[config.mk]
export PLATFORM = sky130hd
export DESIGN_NAME = fp_addsub_align_module_flat
export DESIGN_NICKNAME = d
export VERILOG_FILES = /design/src/rtl/fp_pkg.sv /design/src/rtl/fp_addsub_align_module_if.sv /design/src/rtl/fp_align_shifter.sv /design/src/rtl/fp_addsub_align_module.sv /design/src/flat_wrapper.sv
export SDC_FILE = /design/constraint.sdc
export NUM_CORES = 1
export LEC_CHECK = 0
export CAP_MARGIN = 10
export CORE_UTILIZATION = 45
export CTS_CLUSTER_DIAMETER = 30
export CTS_CLUSTER_SIZE = 20
export DETAILED_ROUTE_END_ITERATION = 12
export PLACE_DENSITY = 0.71
export SETUP_SLACK_MARGIN = 0.05
export SLEW_MARGIN = 15
export SYNTH_ARGS = -nofsm -noshare
export SYNTH_HDL_FRONTEND = slang
export SYNTH_HIERARCHICAL = 1
export SYNTH_SLANG_ARGS = --single-unit
[constraint.sdc]
create_clock -name clk -period 15.5 [get_ports clk]
set_clock_uncertainty 0.1 [all_clocks]
set_input_delay 3.875 -clock clk [delete_from_list [all_inputs] [get_ports clk]]
set_output_delay 3.875 -clock clk [all_outputs]
set_load 0.01 [all_outputs]
[src/rtl/fp_pkg.sv]
// Shared widths and field helpers for the floating-point add/sub datapath.
// The alignment stage uses them to build significands and effective exponents.
package fp_pkg;
    localparam int EXP_W   = 8;
    localparam int FRAC_W  = 23;
    localparam int MAN_W   = 25;
    localparam int ALIGN_W = 50;
    localparam int OP_W    = EXP_W + FRAC_W;
    localparam int SHAMT_W = EXP_W;

    // Zero exponent means zero/subnormal, so there is no implicit leading one.
    function automatic logic hidden_bit(input logic [EXP_W-1:0] e);
        return |e;
    endfunction

    // Subnormals scale like exponent 1.
    function automatic logic [EXP_W-1:0] eff_exp(input logic [EXP_W-1:0] e);
        return (e == '0) ? EXP_W'(1) : e;
    endfunction

    function automatic logic [MAN_W-1:0] make_man(input logic [EXP_W-1:0] e,
                                                  input logic [FRAC_W-1:0] f);
        return {1'b0, hidden_bit(e), f};
    endfunction
endpackage

[src/rtl/fp_addsub_align_module_if.sv]
// Operand/result bundle of the alignment stage: the upstream unpack stage
// drives the magnitudes, the alignment stage returns the aligned significands.
interface fp_addsub_align_module_if;
    logic [fp_pkg::OP_W-1:0]    A;
    logic [fp_pkg::OP_W-1:0]    B;
    logic [fp_pkg::EXP_W-1:0]   Es;
    logic                       MaxAB;
    logic [fp_pkg::MAN_W-1:0]   Mmax;
    logic [fp_pkg::ALIGN_W-1:0] Mmin;

    modport master (output A, B, input Es, MaxAB, Mmax, Mmin);
    modport slave  (input A, B, output Es, MaxAB, Mmax, Mmin);
endinterface

[src/rtl/fp_align_shifter.sv]
// Combinational logarithmic right shifter for the smaller significand.
// Zero-fill, no sticky; amounts past the field width flush the result to zero.
module fp_align_shifter
    import fp_pkg::*;
(
    input  logic [ALIGN_W-1:0] din,
    input  logic [SHAMT_W-1:0] amt,
    output logic [ALIGN_W-1:0] dout
);
    localparam int LVLS = 6;

    logic [ALIGN_W-1:0] stg [0:LVLS];

    function automatic logic shift_saturates(input logic [SHAMT_W-1:0] a);
        return a >= SHAMT_W'(ALIGN_W);
    endfunction

    // Level i shifts by 2**i; the top amount bits only matter through saturation.
    always_comb begin
        stg[0] = din;
        for (int i = 0; i < LVLS; i++) begin
            stg[i+1] = amt[i] ? (stg[i] >> (1 << i)) : stg[i];
        end
        dout = shift_saturates(amt) ? '0 : stg[LVLS];
    end
endmodule

[src/rtl/fp_addsub_align_module.sv]
// Alignment stage of the FP adder: picks the larger magnitude, reports the
// exponent gap and right-aligns the smaller significand, one register stage.
module fp_addsub_align_module
    import fp_pkg::*;
(
    input  logic                     clk,
    input  logic                     rst,
    fp_addsub_align_module_if.slave  io
);
    logic                maxab_p0;
    logic [OP_W-1:0]     max_op_p0;
    logic [OP_W-1:0]     min_op_p0;
    logic [EXP_W-1:0]    emax_p0;
    logic [EXP_W-1:0]    emin_p0;
    logic [EXP_W-1:0]    es_p0;
    logic [MAN_W-1:0]    mmax_p0;
    logic [ALIGN_W-1:0]  mmin_base_p0;
    logic [ALIGN_W-1:0]  mmin_p0;

    logic [EXP_W-1:0]    es_p1;
    logic                maxab_p1;
    logic [MAN_W-1:0]    mmax_p1;
    logic [ALIGN_W-1:0]  mmin_p1;

    // Stage 0: compare, swap, exponent difference and alignment shift.
    always_comb begin
        maxab_p0     = io.B > io.A;
        max_op_p0    = maxab_p0 ? io.B : io.A;
        min_op_p0    = maxab_p0 ? io.A : io.B;
        emax_p0      = eff_exp(max_op_p0[OP_W-1:FRAC_W]);
        emin_p0      = eff_exp(min_op_p0[OP_W-1:FRAC_W]);
        es_p0        = emax_p0 - emin_p0;
        mmax_p0      = make_man(max_op_p0[OP_W-1:FRAC_W], max_op_p0[FRAC_W-1:0]);
        mmin_base_p0 = {make_man(min_op_p0[OP_W-1:FRAC_W], min_op_p0[FRAC_W-1:0]),
                        {(ALIGN_W-MAN_W){1'b0}}};
    end

    fp_align_shifter u_shifter (
        .din  (mmin_base_p0),
        .amt  (es_p0),
        .dout (mmin_p0)
    );

    // Stage 1: output registers.
    always_ff @(posedge clk) begin
        if (rst) begin
            es_p1    <= '0;
            maxab_p1 <= 1'b0;
            mmax_p1  <= '0;
            mmin_p1  <= '0;
        end else begin
            es_p1    <= es_p0;
            maxab_p1 <= maxab_p0;
            mmax_p1  <= mmax_p0;
            mmin_p1  <= mmin_p0;
        end
    end

    assign io.Es    = es_p1;
    assign io.MaxAB = maxab_p1;
    assign io.Mmax  = mmax_p1;
    assign io.Mmin  = mmin_p1;
endmodule

[src/flat_wrapper.sv]
// flat-port wrapper written by rule: the top's interface ports become plain ports
module fp_addsub_align_module_flat import fp_pkg::*;
  (clk, rst, io_A, io_B, io_Es, io_MaxAB, io_Mmax, io_Mmin);
  fp_addsub_align_module_if io_i ();
  input  logic clk;
  input  logic rst;
  input wire logic [$bits(io_i.A)-1:0] io_A;
  input wire logic [$bits(io_i.B)-1:0] io_B;
  output wire logic [$bits(io_i.Es)-1:0] io_Es;
  output wire logic [$bits(io_i.MaxAB)-1:0] io_MaxAB;
  output wire logic [$bits(io_i.Mmax)-1:0] io_Mmax;
  output wire logic [$bits(io_i.Mmin)-1:0] io_Mmin;
  assign io_i.A = io_A;
  assign io_i.B = io_B;
  assign io_Es = io_i.Es;
  assign io_MaxAB = io_i.MaxAB;
  assign io_Mmax = io_i.Mmax;
  assign io_Mmin = io_i.Mmin;
  fp_addsub_align_module u_core (.clk(clk), .rst(rst), .io(io_i));
endmodule
==> results of run 1 <==
## power by group through the flow
stage / clock [W] / sequential, W / combinational [W]
after floorplan: 0 / 0.000263 / 0.000552
after global placement: 0 / 0.000252 / 0.000754
after detailed placement: 0 / 0.000252 / 0.000755
after CTS: 0.000230 / 0.000247 / 0.000758
after global routing: 0.000236 / 0.000248 / 0.000843
final: 0.000225 / 0.000246 / 0.000789
## cell usage after synthesis, drive strengths merged, types with 2 or more instances
| cell | n |
|---|---|
| inv | 39 |
| a21o | 3 |
| dfxtp | 83 |
| a211o | 3 |
| a211oi | 7 |
| o31ai | 2 |
| o2111ai | 2 |
| o221ai | 9 |
| a21oi | 25 |
| nor4 | 8 |
| buf | 33 |
| a22oi | 2 |
| nand2 | 51 |
| nand2b | 51 |
| nand4 | 6 |
| o21ai | 19 |
| nand3 | 15 |
| a221oi | 2 |
| clkinv | 2 |
| nor2b | 61 |
| a31oi | 2 |
| and2 | 6 |
| nor3b | 3 |
| clkbuf | 28 |
| a31o | 2 |
| ha | 38 |
| mux2 | 76 |
| mux2i | 81 |
| mux4 | 47 |
| xnor2 | 2 |
| a21boi | 4 |
| nor2 | 43 |
| o22ai | 16 |
| o211ai | 16 |
| nor3 | 10 |
## metrics by stage
step	cell area, um^2	worst slack, ns	cells	util	hold slack [ns]
floorplan	8120	7.139	927	-	3.927
global route	9922	4.841	1260	0.5962	4.075
detailed placement	9609	5.068	1244	0.5774	4.410
finish	9925	5.246	1261	0.5963	4.041
CTS	9922	5.394	1260	0.5962	4.032
global placement	9609	5.081	1244	0.5774	4.406
## registers in the layout, summed over array words and instances, names as in the netlist
signal,cells
u_core/io.MaxAB,1
u_core/io.Mmin,50
u_core/io.Mmax,24
u_core/io.Es,8
## area by class of cell
type                       count  area [um^2]  area share
clock inverter                 7        87.58    0.008825
clock buffer                   9        225.2     0.02269
inverter                      41        155.1     0.01563
multi-input combinational    742         5971      0.6016
sequential                    83         1662      0.1674
timing repair buffer         158         1546      0.1558
antenna                        1        2.502   0.0002521
tap                          220        275.3     0.02774
## logic make-up (layout without fill, tap and decap cells)
logic type / count (synthesis) / count (layout)
AO/OA/AOI/OAI: 123 / 123
adder cells (fa/ha/maj): 39 / 39
XOR/XNOR: 3 / 3
multiplexers: 204 / 204
other: 1 / 116
flip-flops: 83 / 83
buffers and inverters: 102 / 215
AND/OR/NAND/NOR: 258 / 258
## routing by layer
metal,global-route usage,routed length (um),part of all wire
met2,0.4094,10040,0.47
met4,0.08621,520,0.024
met5,0,0,0
met1,0.3189,9317,0.43
met3,0.06054,1545,0.072
## final timing paths
path	end	slack (ns)	cells after the start
min	u_core/io.Mmax[13]	4.04	3
max	u_core/io.Mmin[22]	5.25	21
## worst max-delay path, stage by stage
cell	delay, ns
clkdlybuf4s50_1	0.63
inv_1	0.08
ha_1	0.30
nand4_1	0.12
nor4_2	0.46
o21ai_0	0.21
o211ai_2	0.14
o211a_1	0.19
buf_4	0.47
mux2_2	0.41
ha_1	0.22
fa_1	0.47
inv_1	0.07
buf_4	0.40
clkinv_1	0.41
buf_4	0.41
mux2i_1	0.44
mux2i_1	0.15
o21ai_0	0.46
o22ai_1	0.17
nor2b_1	0.18
## layout by cell type, fill, tap and decap left out, drive strengths merged, types with 2 or more instances in the layout
cell,synthesis,final
o221ai,9,9
nand2,51,51
and2,6,6
o211ai,16,16
a21oi,25,25
conb,1,115
clkdlybuf4s50,0,145
xnor2,2,2
nor3b,3,3
mux2,76,76
buf,33,13
clkinv,2,6
a22oi,2,2
dfxtp,83,83
o31ai,2,2
nor4,8,8
a21boi,4,4
o2111ai,2,2
a211oi,7,7
nor2b,61,61
inv,39,39
a31oi,2,2
nand2b,51,51
a221oi,2,2
a31o,2,2
nor3,10,10
clkbuf,28,9
a21o,3,3
mux4,47,47
nand3,15,15
o22ai,16,16
o21ai,19,19
nor2,43,43
ha,38,38
mux2i,81,81
nand4,6,6
a211o,3,3
clkinvlp,0,2
==> key figures, run 1 <==
Clock tree
  • Postcts setup bufs: 0
  • H-tree Lvls: 3
  • Clk sink count: 83
  • Clock buffer depth: 2
  • CTS resizes: 0
  • Clock transition at path regs: 0.07 ns
  • CTS root buffer: clkbuf_16
  • Hold_buf cts: 0
  • Total clock buffers created by CTS: 9
  • CTS tree: yes

Timing
  • Setup-failing EPs final: 0
  • Unrepaired setup endpoints after global routing: false
  • Max Slew Vio Count: 0
  • Fmax: 0.09752 GHz
  • Worst Tran Pin Value: 1.075 ns
  • Slew HR: 0.2831
  • Final min period: around 10 ns
  • Part of the cycle the worst path needs: 0.6615
  • Fin Setup TNS: 0 ns
  • Final hold violation count: 0

Worst hold path
  • Hold path startpoint: io_A[13]
  • Hold Crit Class: in -> reg

Synth
  • Mux cell area share after synthesis: 0.3613
  • Synth top area cells: dfxtp_1 22%, mux4_2 14%, mux2i_1 10%
  • Post-synth EDFFs: 0
  • Ys async rst share: 0
  • Largest family of logic cells by synthesized area: multiplexers
  • Most common flop cell mapped by yosys: dfxtp_1
  • Synth unique cells: 64
  • Adder and majority cell fraction of the synthesized area: 0.06441
  • Synth Area in Compound Gates: 0.1116
  • Synth area leader: dfxtp_1
  • Register bit count reported by yosys: 83
  • Post-Synth XOR/XNOR Area: 0.003416
  • Mean Syn Cell Area: between 9 and 10 um^2
  • Syn Std Cell Area: 7692 um^2
  • Sequential cell area fraction in the yosys report: 0.2160
  • Synth warnings: 6
  • Yosys top cell area share: 0.2160
  • Simple-gate area share of the yosys netlist: 0.1773
  • Post-Synthesis Cells: 813

Power
  • Leak: 4.144 nW
  • Switching share of power: 0.4282
  • Internal cell power: 0.0007202 W
  • Switching power: ~0.00054 W
  • Total Power: 0.001260 W
  • Worst vdd ir: between 0.07 and 0.08 mV
  • Clk pwr share: 0.178
  • Sequential share of power: 0.196
  • Comb pwr share: 0.626
  • PwrDens: between 100 and 150 nW/um^2

Floorplanning
  • Core area: roughly 17000 um^2
  • Initial Utilization: 0.4622
  • Count of standard-cell rows: 47
  • Die Wd: 132.7 um
  • DIE AREA: 17620 um^2
  • IO Pins: around 150
  • Chip Height: around 130 um

Status
  • Outcome: finished clean

GRT
  • Largest net degree at the start of global routing: 109
  • Vias in the first global route: 6687
  • Initial antenna violation count: 1
  • GRT Total Usage: 0.2493
  • First-pass GRT wire length: 34.78 mm
  • GR Overflow Total: 0

Drt
  • Via Count: between 6000 and 7000
  • Number of DRC markers in iteration 0: 498
  • TritonRoute pass-1 iters: 6
  • DRC: 0
  • Vias per std cell: 5.383
  • Final ANT Viol Nets: 0
  • Avg WL per Cell: around 17 um
  • WL final: 21.42 mm

Layout
  • Fillcell total: 1515
  • Area growth syn-to-layout: 29.02%
  • Nets: 1138
  • Share of cells above drive strength 1: 0.1558

Critical path
  • CP Class: in -> reg
  • Critical Path Start Type: input port
  • CP startpoint: io_A[24]
  • WP data required: 15.59 ns
  • Worst Setup End Kind: flop
  • Worst Path Arrival: 10.34 ns
  • Worst-path fanout max: 37

Placed design
  • Gpl congestion: 0.9866
  • Port buffer count: 146
  • DP Wirelength: roughly 16 mm

Job
  • Max_cap viols: 0
(Power assumes the default switching activity.)
==> run 2: changes to the inputs <==
Settings changed: PLACE_DENSITY 0.71 to 0.74.
Clock period 15.5 ns to 8.73 ns, I/O delays scaled along.
==> run 2 against run 1 <==
Net effect: sequential cell count stayed put; cell count is 0.40% higher; global-route usage is 0.51 points higher; critical path type unchanged; worst hold slack worse by 1.7 ns; non-clock buffer count is 6 higher.
==> key figures, run 2 (synthesis gave the netlist of run 1 again) <==
Floorplanning
  • Core area: approximately 17000 um^2
  • Count of standard-cell rows: 47
  • Chip Height: 132.7 um
  • DIE AREA: 17620 um^2
  • Die Wd: 132.7 um
  • Initial Utilization: 0.4622
  • IO Pins: 148

Clock tree
  • Hold_buf cts: 0
  • CTS resizes: 0
  • Clock buffer depth: 2
  • Clk sink count: slightly above 80
  • H-tree Lvls: 3
  • Total clock buffers created by CTS: 9
  • Postcts setup bufs: 0
  • CTS root buffer: clkbuf_16
  • Clock transition at path regs: 0.06 ns
  • CTS tree: yes

Critical path
  • WP data required: between 8 and 9 ns
  • Critical Path Start Type: input port
  • Worst Path Arrival: 8.12 ns
  • Worst-path fanout max: 13
  • CP Class: in -> reg
  • CP startpoint: io_A[24]
  • Worst Setup End Kind: flop

Timing
  • Final hold violation count: 0
  • Unrepaired setup endpoints after global routing: false
  • Fin Setup TNS: 0 ns
  • Worst Tran Pin Value: about 0.95 ns
  • Fmax: 0.1259 GHz
  • Part of the cycle the worst path needs: 0.9099
  • Max Slew Vio Count: 0
  • Final min period: just under 8 ns
  • Slew HR: 0.3691
  • Setup-failing EPs final: 0

Worst hold path
  • Hold path startpoint: io_A[20]
  • WHS Endpoint: u_core/io.Mmax[20]
  • Hold Crit Class: in -> reg
  • Worst hold stages: 3

GRT
  • Initial antenna violation count: 0
  • Largest net degree at the start of global routing: 109
  • GRT Total Usage: 0.2543
  • GR Overflow Total: 0
  • Vias in the first global route: 6662
  • First-pass GRT wire length: about 35 mm

Layout
  • Commonest non-fill, non-tap cells in the layout: 145 x clkdlybuf4s50_1, 115 x conb_1, 83 x dfxtp_1
  • Most common cell after layout, fill and taps aside: clkdlybuf4s50_1
  • Ant. Diodes: 0
  • Nets: 1144
  • Max FFs per register: 50
  • Area growth syn-to-layout: 29.51%
  • Share of cells above drive strength 1: 0.1587
  • Final instance area: approximately 10000 um^2

Drt
  • DRC: 0
  • TritonRoute pass-1 iters: 7
  • Final ANT Viol Nets: 0
  • Number of DRC markers in iteration 0: 639
  • Avg WL per Cell: 17.24 um
  • Via Count: between 6000 and 7000
  • Vias per std cell: about 5.4
  • WL final: 21.83 mm

Power
  • PwrDens: about 230 nW/um^2
  • Worst vdd ir: between 0.1 and 0.15 mV
  • Leak: 4.168 nW

Job
  • Max_cap viols: 0

Status
  • Outcome: finished clean

Placed design
  • Gpl congestion: 0.9504
  • Placed instance area: just under 10000 um^2
  • DP Wirelength: around 17 mm
  • Port buffer count: 146
[run 2: critical path: stages]
cell and delay [ns]:
clkdlybuf4s50_1 0.62, inv_1 0.08, ha_1 0.30, nand4_1 0.14, nor4_2 0.44, o21ai_0 0.25, o211ai_2 0.18, o211a_1 0.23
mux2_2 0.34, ha_1 0.23, fa_1 0.43, nor2b_1 0.17, o21ai_0 0.14, a21boi_0 0.34, o21ai_0 0.16, a21boi_0 0.26
nor2_1 0.12, nor3b_1 0.41, nand2b_1 0.39, nor2_1 0.33, nand2_1 0.09, o2111ai_1 0.12, nor2b_1 0.15
[run 2: metal layers]
metal  vias to the layer above  track usage  part of all wire
li1                       3323            -                 -
met4                         0       0.1003             0.024
met1                      3251       0.3270              0.42
met2                       280       0.4249              0.48
met5                         -            0                 0
met3                        40      0.04253             0.068
[run 2: how the worst max path moves through the flow]
| stage | endpoint | cells after the start |
|---|---|---|
| CTS | u_core/io.Mmin[33] | 22 |
| detailed placement | u_core/io.Mmin[33] | 22 |
| finish | u_core/io.Mmin[2] | 23 |
| floorplan | u_core/io.Mmin[11] | 22 |
| global placement | u_core/io.Mmin[2] | 23 |
| global route | u_core/io.Mmin[2] | 23 |
[run 2: power breakdown]
part | leakage [nW] | switching [W] | internal (W) | total, W
logic | 3.35 | 0.000785 | 0.000641 | 0.00143
clock network | 0.136 | 0.000163 | 0.000223 | 0.000386
registers | 0.679 | 0.0000144 | 0.000424 | 0.000438
total | 4.17 | 0.000962 | 0.00129 | 0.00225
[run 2: through the flow]
stage / total power, W / std cells / setup WS [ns] / util / hold slack [ns]
finish: 0.002251 / 1266 / 0.7866 / 0.5986 / 2.357
global route: 0.002368 / 1266 / 0.2535 / 0.5986 / 2.383
CTS: 0.002203 / 1266 / 0.9199 / 0.5986 / 2.357
detailed placement: 0.001812 / 1250 / 0.6685 / 0.5809 / 2.725
global placement: 0.001805 / 1250 / 0.8285 / 0.5809 / 2.713
floorplan: 0.001448 / 927 / 2.062 / - / 2.235
[run 2: final cells by class]
class | instances | area (um^2)
fill | 1474 | 6680
multi-input combinational | 742 | 5971
sequential | 83 | 1662
timing repair buffer | 164 | 1604
tap | 220 | 275.3
clock buffer | 11 | 232.7
inverter | 41 | 155.1
clock inverter | 5 | 62.56
==> run 3: changes to the inputs <==
Settings changed: SKIP_CTS_REPAIR_TIMING from default to 1.
==> results of run 3 <==
No change in the layout: final DEF, timing and power equal those of run 2.
==> RTL edit, RTL diff (settings of run 3) <==
Set the package constant `EXP_W` to 10 (it was 8).
--- a/src/rtl/fp_pkg.sv
+++ b/src/rtl/fp_pkg.sv
@@ -3,3 +3,3 @@
 package fp_pkg;
-    localparam int EXP_W   = 8;
+    localparam int EXP_W   = 10;
     localparam int FRAC_W  = 23;
Ports: changed (resized io_A, io_B and io_Es); port bits go from 148 to 154. The function was not compared with the original's and may differ.
==> RTL edit against run 3 <==
Worst setup slack improved by 120 ps. Die area increased by 2.2%. Sequential power decreased by 2%. Sequential cell count increased by 2. Total power increased by 8.8%. Design area increased by 2.9%. Area after synthesis increased by 2.3%. Routed wire length increased by 8.4%. Critical path type unchanged. Highest routed layer unchanged.
==> RTL edit: results <==
export IMPL_slowest_delay_ps=770
export IMPL_cp_top_family="compound AO/OA/AOI/OAI gates"
export IMPL_grt_pass1_vias=7204
export IMPL_antenna_found_initial=0
export IMPL_synthAdderAreaFrac_pct=6.934
export IMPL_largest_reg_flops=50
export IMPL_synth_seq_area_share_pct=21.63
export IMPL_pre_cts_ws_ps=594.7
export IMPL_relSlewSlack_pct=38.54
export IMPL_dpl_hpwl_um=18530
export IMPL_worst_path_max_fanout=18
export IMPL_cp_slowest_cell="or4_1"
export IMPL_instances_no_fill=1359
export IMPL_cts_root_buf="clkbuf_16"
export IMPL_cts_made_buffers=9
export IMPL_worst_hold_path_type="in -> reg"
export IMPL_synth_avg_cell_area_um2=8.830
export IMPL_status="finished, final reports clean"
export IMPL_vdd_drop_max_uv=132.8
export IMPL_diodes=0
export IMPL_synthMuxAreaShare_pct=30.26
export IMPL_finalNetCount=1245
export IMPL_dp_cells=1343
export IMPL_vias_per_cell=5.516
export IMPL_cts_max_path_buffers=2
export IMPL_synth_warnings=6
export IMPL_synth_distinct_cells=65
export IMPL_io_buffer_count=152
export IMPL_first_pass_iters=5
export IMPL_leakagePower_nw=4.353
export IMPL_p_sw_mw=1.130
export IMPL_synthTopCellsByCount="dfxtp_1 (85), nor2_1 (83), nand2_1 (78)"
export IMPL_synth_area_leaders="dfxtp_1 (22%), mux4_2 (13%), mux2i_1 (9.8%)"
export IMPL_clk_pin_slew_ps=80
export IMPL_crit_arrival_ps=8000
export IMPL_grt_usage_pct=26.83
export IMPL_grt_max_degree=86
export IMPL_grt_pass1_wl_um=37890
export IMPL_detail_route_iter0_violations=629
export IMPL_htree_levels=3
export IMPL_synth_compound_area_share_pct=14.20
export IMPL_async_reset_ff_share_pct=0
export IMPL_drt_total_wl_um=23670
export IMPL_gp_congestion=0.9271
export IMPL_placed_area_um2=9943
export IMPL_drive_above_1_share_pct=13.61
export IMPL_synth_xor_xnor_area_share_pct=0.7793
## RTL edit: final cells by class
type / instances / area, µm²
inverter: 45 / 170.2
timing repair buffer: 181 / 1734
multi-input combinational: 812 / 6062
sequential: 85 / 1702
clock buffer: 9 / 225.2
tap: 220 / 275.3
clock inverter: 7 / 81.33
fill: 1555 / 6569
## RTL edit: power by group through the flow
stage                     Combinational (mW)  Sequential (mW)  Clock [mW]
after floorplan                         1.11            0.456           0
after global placement                  1.56            0.439           0
after detailed placement                1.55            0.439           0
after CTS                               1.56            0.430       0.400
after global routing                    1.73            0.433       0.419
final                                   1.63            0.430       0.393
## RTL edit: path summary, 6_finish.rpt
kind | slack [ps] | endpoint | cells after the start | from
min | 2360 | u_core/io.Mmax[12] | 3 | io_A[12]
max | 910 | u_core/io.Mmin[9] | 22 | io_A[2]
## RTL edit: layer usage
metal,GRT usage (%),wire length [µm],up-vias
met5,0,0,-
met4,10.30,704,0
met3,4.233,1544,50
met2,43.58,10740,312
met1,35.72,10680,3505
li1,-,-,3629
